[src/rtl/jam_cost_table_if.sv]
// Load/read bundle for the job-assignment cost table.
// Optional COST_CHECKSUM_EN adds the running checksum output.
interface jam_cost_table_if #(
  parameter int N_WORKER = 8,
  parameter int N_JOB    = 8,
  parameter int COST_W   = 7
);
  localparam int WW = $clog2(N_WORKER);
  localparam int JW = $clog2(N_JOB);
  localparam int PW = $clog2(N_WORKER * N_JOB);

  logic              clear;
  logic              load_valid;
  logic              load_ready;
  logic [COST_W-1:0] load_data;
  logic [WW-1:0]     W;
  logic [JW-1:0]     J;
  logic [COST_W-1:0] Cost;
  logic              table_ready;
  logic              load_overrun;
`ifdef COST_CHECKSUM_EN
  logic [COST_W+PW-1:0] checksum;
`endif

  modport master (
`ifdef COST_CHECKSUM_EN
    input  checksum,
`endif
    output clear, load_valid, load_data, W, J,
    input  load_ready, Cost, table_ready, load_overrun
  );

  modport slave (
`ifdef COST_CHECKSUM_EN
    output checksum,
`endif
    input  clear, load_valid, load_data, W, J,
    output load_ready, Cost, table_ready, load_overrun
  );
endinterface

[src/rtl/jam_cost_table.sv]
// Cost-matrix server: loads a row-major worker x job stream, then serves table[W][J].
// Optional feature: define COST_CHECKSUM_EN for a running sum of accepted beats.
module jam_cost_table #(
  parameter int N_WORKER = 8,
  parameter int N_JOB    = 8,
  parameter int COST_W   = 7
) (
  input logic             CLK,
  input logic             RST,
  jam_cost_table_if.slave bus
);
  localparam int JW = $clog2(N_JOB);
  localparam int PW = $clog2(N_WORKER * N_JOB);
  localparam logic [PW-1:0] LAST = PW'(N_WORKER * N_JOB - 1);

  typedef enum logic [0:0] {LOAD = 1'b0, READY = 1'b1} state_t;

  state_t            state, next_state;
  logic [PW-1:0]     ptr;
  logic              accept;
  logic              overrun;
  logic [COST_W-1:0] mem [N_WORKER][N_JOB];

  always_ff @(posedge CLK or posedge RST) begin
    if (RST) state <= LOAD;
    else     state <= next_state;
  end

  // NOTE: every always_comb output gets a default first, so no path can infer a latch.
  always_comb begin
    next_state = state;
    accept     = 1'b0;
    unique case (state)
      LOAD: begin
        accept = bus.load_valid;
        if (accept && ptr == LAST) next_state = READY;
      end
      READY: next_state = READY;
      default: next_state = LOAD;
    endcase
    // A reload request wins over a beat arriving in the same cycle.
    if (bus.clear) begin
      next_state = LOAD;
      accept     = 1'b0;
    end
  end

  always_ff @(posedge CLK or posedge RST) begin
    if (RST)           ptr <= '0;
    else if (bus.clear) ptr <= '0;
    else if (accept)   ptr <= (ptr == LAST) ? '0 : ptr + PW'(1);
  end

  always_ff @(posedge CLK or posedge RST) begin
    if (RST)                                   overrun <= 1'b0;
    else if (bus.clear)                        overrun <= 1'b0;
    else if (state == READY && bus.load_valid) overrun <= 1'b1;
  end

  // NOTE: the storage array has no reset; contents are only meaningful once table_ready is set.
  always_ff @(posedge CLK) begin
    if (accept) mem[ptr[PW-1:JW]][ptr[JW-1:0]] <= bus.load_data;
  end

  assign bus.load_ready   = (state == LOAD);
  assign bus.table_ready  = (state == READY);
  assign bus.load_overrun = overrun;
  assign bus.Cost         = bus.table_ready ? mem[bus.W][bus.J] : '0;

`ifdef COST_CHECKSUM_EN
  logic [COST_W+PW-1:0] sum;

  always_ff @(posedge CLK or posedge RST) begin
    if (RST)            sum <= '0;
    else if (bus.clear) sum <= '0;
    else if (accept)    sum <= sum + (COST_W+PW)'(bus.load_data);
  end

  assign bus.checksum = sum;
`endif
endmodule
[src/flat_wrapper.sv]
// flat-port wrapper written by rule: the top's interface ports become plain ports
module jam_cost_table_flat 
#(
  parameter int N_WORKER = 8,
  parameter int N_JOB    = 8,
  parameter int COST_W   = 7
)
  (CLK, RST, bus_clear, bus_load_valid, bus_load_data, bus_W, bus_J, bus_load_ready, bus_Cost, bus_table_ready, bus_load_overrun);
  jam_cost_table_if #(.N_WORKER(N_WORKER), .N_JOB(N_JOB), .COST_W(COST_W)) bus_i ();
  input logic CLK;
  input logic RST;
  input wire logic [$bits(bus_i.clear)-1:0] bus_clear;
  input wire logic [$bits(bus_i.load_valid)-1:0] bus_load_valid;
  input wire logic [$bits(bus_i.load_data)-1:0] bus_load_data;
  input wire logic [$bits(bus_i.W)-1:0] bus_W;
  input wire logic [$bits(bus_i.J)-1:0] bus_J;
  output wire logic [$bits(bus_i.load_ready)-1:0] bus_load_ready;
  output wire logic [$bits(bus_i.Cost)-1:0] bus_Cost;
  output wire logic [$bits(bus_i.table_ready)-1:0] bus_table_ready;
  output wire logic [$bits(bus_i.load_overrun)-1:0] bus_load_overrun;
  assign bus_i.clear = bus_clear;
  assign bus_i.load_valid = bus_load_valid;
  assign bus_i.load_data = bus_load_data;
  assign bus_i.W = bus_W;
  assign bus_i.J = bus_J;
  assign bus_load_ready = bus_i.load_ready;
  assign bus_Cost = bus_i.Cost;
  assign bus_table_ready = bus_i.table_ready;
  assign bus_load_overrun = bus_i.load_overrun;
  jam_cost_table #(.N_WORKER(N_WORKER), .N_JOB(N_JOB), .COST_W(COST_W)) u_core (.CLK(CLK), .RST(RST), .bus(bus_i));
endmodule
[config.mk]
export PLATFORM = sky130hd
export DESIGN_NAME = jam_cost_table_flat
export DESIGN_NICKNAME = d
export VERILOG_FILES = /design/src/rtl/jam_cost_table_if.sv /design/src/rtl/jam_cost_table.sv /design/src/flat_wrapper.sv
export SDC_FILE = /design/constraint.sdc
export NUM_CORES = 1
export LEC_CHECK = 0
export CAP_MARGIN = 20
export CORE_UTILIZATION = 62
export DETAILED_ROUTE_END_ITERATION = 8
export PLACE_DENSITY = 0.79
export RECOVER_POWER = 100
export REMOVE_ABC_BUFFERS = 1
export SLEW_MARGIN = 20
export SYNTH_ARGS = -nofsm -noshare
export SYNTH_HDL_FRONTEND = slang
export SYNTH_SLANG_ARGS = --single-unit
[constraint.sdc]
create_clock -name CLK -period 3.5 [get_ports CLK]
set_input_delay 0.7 -clock CLK [delete_from_list [all_inputs] [get_ports CLK]]
set_output_delay 0.7 -clock CLK [all_outputs]
set_load 0.05 [all_outputs]
* Yosys cells after proc, flatten, opt, wreduce, memory -nomap -nowiden *
Memories as Yosys holds them, arrays and structs flattened.
Cells that the tools add are included.

cells by class
  $add $sub $neg = 1
  $lt $le $gt $ge = 3
  equal/unequal tests = 1
  muxes and demuxes = 18
  bitwise gates (word level) = 3
  reduce and logical (&&, ||, !) cells = 5

operators by type and width
  kind                 number
  $mux 56              1
  $mux 7               4
  $bmux 7 s3           1
  $demux 7 s3          1
  $mux 6               3
  $ge 4x4->1 const B   2
  $not 3->4            2
  $mux 1               7
  $add 6x1->6 const B  1
  $eq 6x6->1 const B   1
  $lt 4x1->1 const B   1
  $reduce_bool 2->1    2
  $logic_and 1x1->1    3
  $pmux 1 s2           1
  $not 1->1            1

storage, ports and cells
  bits in registers = 8
  RAM bits = 448
  input port bits = 17
  memories = 1

memory list
  memory      words  bits a word  read ports  clocked after Yosys merged registers in  write ports  RTL line              source
  u_core.mem  8      56           1           0                                        1            jam_cost_table.sv:22  logic [COST_W-1:0] mem [N_WORKER][N_JOB];

* Depth between registers and ports, before layout *
  depth in word-level cells = 6
  depth in mapped cells = 9

* Worst setup path before layout *
No wires, ideal clock.

  path type = in2out
  from = input bus_W[0]
  to = output bus_Cost[0]
  arrival = 2698 ps
  path slack = 102 ps
  cell stages on the path = 9
  buffers on the path = 4
  path through = buf_6 -> buf_8 -> buf_6 -> buf_4 -> mux4_2 -> nor2_1 -> o21ai_0 -> nand3_1 -> o2bb2ai_1

on the way
  longest elaborated chain between the ends = 5

ends and longest elaborated chain
  item                                       RTL line              source
  start: declaration                         flat_wrapper.sv:15    input wire logic [$bits(bus_i.W)-1:0] bus_W;
  $mem_v2 8x56                               -
  $bmux 7 s3                                 jam_cost_table.sv:68  assign bus.Cost = bus.table_ready ? mem[bus.W][bus.J] : '0;
  $mux 7 (implied by the code) (2 in a row)  jam_cost_table.sv:68
  $mux 7                                     jam_cost_table.sv:68
  end: declaration                           flat_wrapper.sv:18    output wire logic [$bits(bus_i.Cost)-1:0] bus_Cost;

Every way passes these cells. The select of a mux whose other input is x is not followed.

* Worst setup path after layout *
  from = input bus_J[1]
  to = output bus_Cost[4]

on the way
  longest elaborated chain between the ends = 5

ends and longest elaborated chain
  item                                       RTL line              source
  start: declaration                         flat_wrapper.sv:16    input wire logic [$bits(bus_i.J)-1:0] bus_J;
  $not 3->4 (implied by the code)            jam_cost_table.sv:68
  $bmux 7 s3                                 jam_cost_table.sv:68
  $mux 7 (implied by the code) (2 in a row)  jam_cost_table.sv:68
  $mux 7                                     jam_cost_table.sv:68

Every way passes these cells. The select of a mux whose other input is x is not followed.

==> impl_metrics.yaml <==
place:
  dp_hpwl_mm: 25.5
  post_dp_cell_area_um2: 19200
  portBuffers: 26
  gp_congestion: 0.893
logic_synthesis:
  synth_fa_ha_area_frac: 0.000696
  synth_top_family_by_area: "multiplexers"
  yosys.area_share.simple: 0.0383
  synth_area_leaders: "edfxtp_1 (75%), mux4_2 (13%), mux4_1 (1.9%)"
  synth-seq-area-share: 0.759
  synth_compound_area_frac: 0.0205
  ys_seq_elements: 456
  avgSynthCellArea_um2: 20.9
  ys_warn_count: 0
  syn_inst: 862
  synth_cell_types: 47
  ys_async_sr_fraction: 0.0175
  syn-cell-area_um2: 18000
  netlist.top_cell.by_area: "edfxtp_1"
  synth.mux.area_fraction: 0.162
  synth_xor_area_frac: 0.000974
  synth_edf_count: 448
  yosysTopAreaCellShare: 0.748
  synth_ff_type: "edfxtp_1"
power:
  p_leak_nw: 6.53
  swShare: 0.206
  internal_power_w: 0.00867
  combPwrFrac: 0.049
  power.density_nw_per_um2: 533
  seqPwrFrac: 0.551
  ir_drop_mv: 0.452
  power.switching_w: 0.00226
  p_clk_frac: 0.400
clocking:
  clock_path_buffers: 3
  clock_latency_ns: 0.55
  tritoncts: "built"
  path_clk_slew_ns: 0.05
  cts_buffers: 44
  postCtsHoldBufs: 0
  cts_max_level: 2
  clock_sinks: 456
  cts_root_buf: "clkbuf_16"
sta:
  slew-limit-headroom: -1.08
  drv_slew: 455
  skew_ns: 0.0248
  finalCritPeriodShare: 1.00
  worstMarginPinSlew_ns: 3.11
  hold_viol: 0
  max_freq_mhz: 284
  rsz0062_at_grt: "yes"
  setup_violations: 1
  setup_slack_ns: -0.0172
  min_period_ns: 3.52
  holdWs_ns: 0.497
status:
  status: "complete, but fails checks"
  failed_checks: "capacitance limit, slew limit, setup timing"
global_routing:
  grt_usage: 0.311
  antenna_found_initial: 0
  grt_first_pass_wirelength_mm: 63.6
  grt_max_degree: 65
  gr-total-overflow: 0
  grt_pass1_vias: 9701
floorplan:
  rows: 61
  die_x_um: 172
  die_area_um2: 29700
  ios: 27
  initial_core_util: 0.638
  die_height_um: 172
  fp.coreArea_um2: 28200
routing:
  via_per_inst: 6.74
  vias: 9526
  firstDrtPassIters: 5
  drtIter0Drc: 1260
  drc: 0
  drt_wl_total_mm: 43.7
  ant_nets: 0
  post_drt_wl_per_cell_um: 30.9
layout:
  num-nets-final: 1021
  layout-area-overhead-vs-synth_pct: 14.0
  diodes: 0
  drive_gt1_frac: 0.229
  mostFrequentLayoutCells: "edfxtp_1 (448), mux4_2 (106), nor2_1 (88)"
  layout_commonest_cell: "edfxtp_1"
  fin_area_um2: 20500
worst_setup_path:
  crit_type: "in -> out"
  crit_fanout: 6
  cp-start-kind: "primary input"
  end_kind: "output port"
  arrival_ns: 2.82
  cp.required_ns: 2.80
min_path:
  min_path_type: "reg -> reg"
run:
  maxCapViolations: 7
==> registers in the layout, summed over array words and instances, names as in the netlist <==
register and count:
u_core.bus.load_overrun 1, u_core.ptr 6, u_core.mem 448, u_core.bus.table_ready 1
==> per-stage QoR <==
| step | utilization | setup slack (ns) | total power, W | TNS (ns) | instances |
|---|---|---|---|---|---|
| final | 0.728 | -0.0172 | 0.0109 | -0.0172 | 1414 |
| after CTS | 0.732 | -0.0290 | 0.0109 | -0.0290 | 1402 |
| after global routing | 0.728 | -0.0544 | 0.0112 | -0.0684 | 1414 |
| after floorplan | - | 0.604 | 0.00632 | 0 | 816 |
| after global placement | 0.683 | -0.0650 | 0.00660 | -0.0793 | 1320 |
| after detailed placement | 0.683 | -0.0865 | 0.00663 | -0.134 | 1320 |
==> final timing paths <==
kind	start	end	slack, ns	cells after the start
max reg2reg	u_core.bus.table_ready	u_core.mem[1][12]	0.87	6
min	u_core.bus.load_overrun	u_core.bus.load_overrun	0.50	2
max in group asynchronous	RST	u_core.bus.load_overrun	2.74	2
min in group asynchronous	RST	u_core.ptr[3]	0.54	2
min reg2reg	u_core.bus.load_overrun	u_core.bus.load_overrun	0.50	2
max	bus_J[1]	bus_Cost[4]	-0.02	7
==> metal layers <==
layer | GRT usage | vias to the layer above | routed length [µm]
met2 | 0.525 | 680 | 22300
met1 | 0.403 | 4874 | 15300
met5 | 0 | - | 0
met4 | 0.136 | 0 | 2040
li1 | - | 3836 | -
met3 | 0.0540 | 136 | 3990
==> kinds of logic (layout without fill, tap and decap cells) <==
logic type,after synthesis,after routing
XOR/XNOR,2,2
adder cells (fa/ha/maj),1,1
AND/OR/NAND/NOR,157,157
multiplexers,141,141
flip-flops,456,456
buffers and inverters,50,224
AO/OA/AOI/OAI,55,55
==> what timing repair did <==
item	in CTS	in global routing
gates cloned	1	0
endpoints found under the setup margin	5	5
setup buffers	2	12
resized for setup	13	14
==> power groups by stage <==
stage / clock network, W / logic [W] / registers [W]
4_1_cts: 0.00438 / 0.000520 / 0.00601
5_1_grt: 0.00458 / 0.000559 / 0.00602
3_5_place_dp: 0 / 0.000499 / 0.00613
3_3_place_gp: 0 / 0.000478 / 0.00613
6_report: 0.00437 / 0.000537 / 0.00602
2_1_floorplan: 0 / 0.000197 / 0.00612
==> layout make-up <==
| class | count | area, µm² |
|---|---|---|
| Inverter | 4 | 15.0 |
| Clock buffer | 58 | 1170 |
| Fill cell | 1600 | 7660 |
| Timing Repair Buffer | 141 | 1030 |
| Multi-Input combinational cell | 356 | 4020 |
| Tap cell | 378 | 473 |
| Sequential cell | 456 | 13700 |
| Clock inverter | 21 | 125 |
==> critical path: stages <==
cell and delay (ns):
clkdlybuf4s50_1 0.68, nor2b_1 0.14, nand2_1 0.18, o22ai_1 0.13
nor4_1 0.56, a31o_1 0.21, buf_4 0.21
==> cell usage after synthesis, types with 8 or more instances <==
master and instances:
mux4_2 103, nand3_1 9, buf_4 10, nand2b_1 8, nor2b_1 8, dfrtp_1 8, nand2_1 28, nor2_1 88
edfxtp_1 448, a21oi_1 9, mux4_1 13, mux2i_1 25, buf_2 8, o22ai_1 9, o21ai_0 12, clkbuf_1 15
No activity file was read; power rests on OpenSTA's default activity.
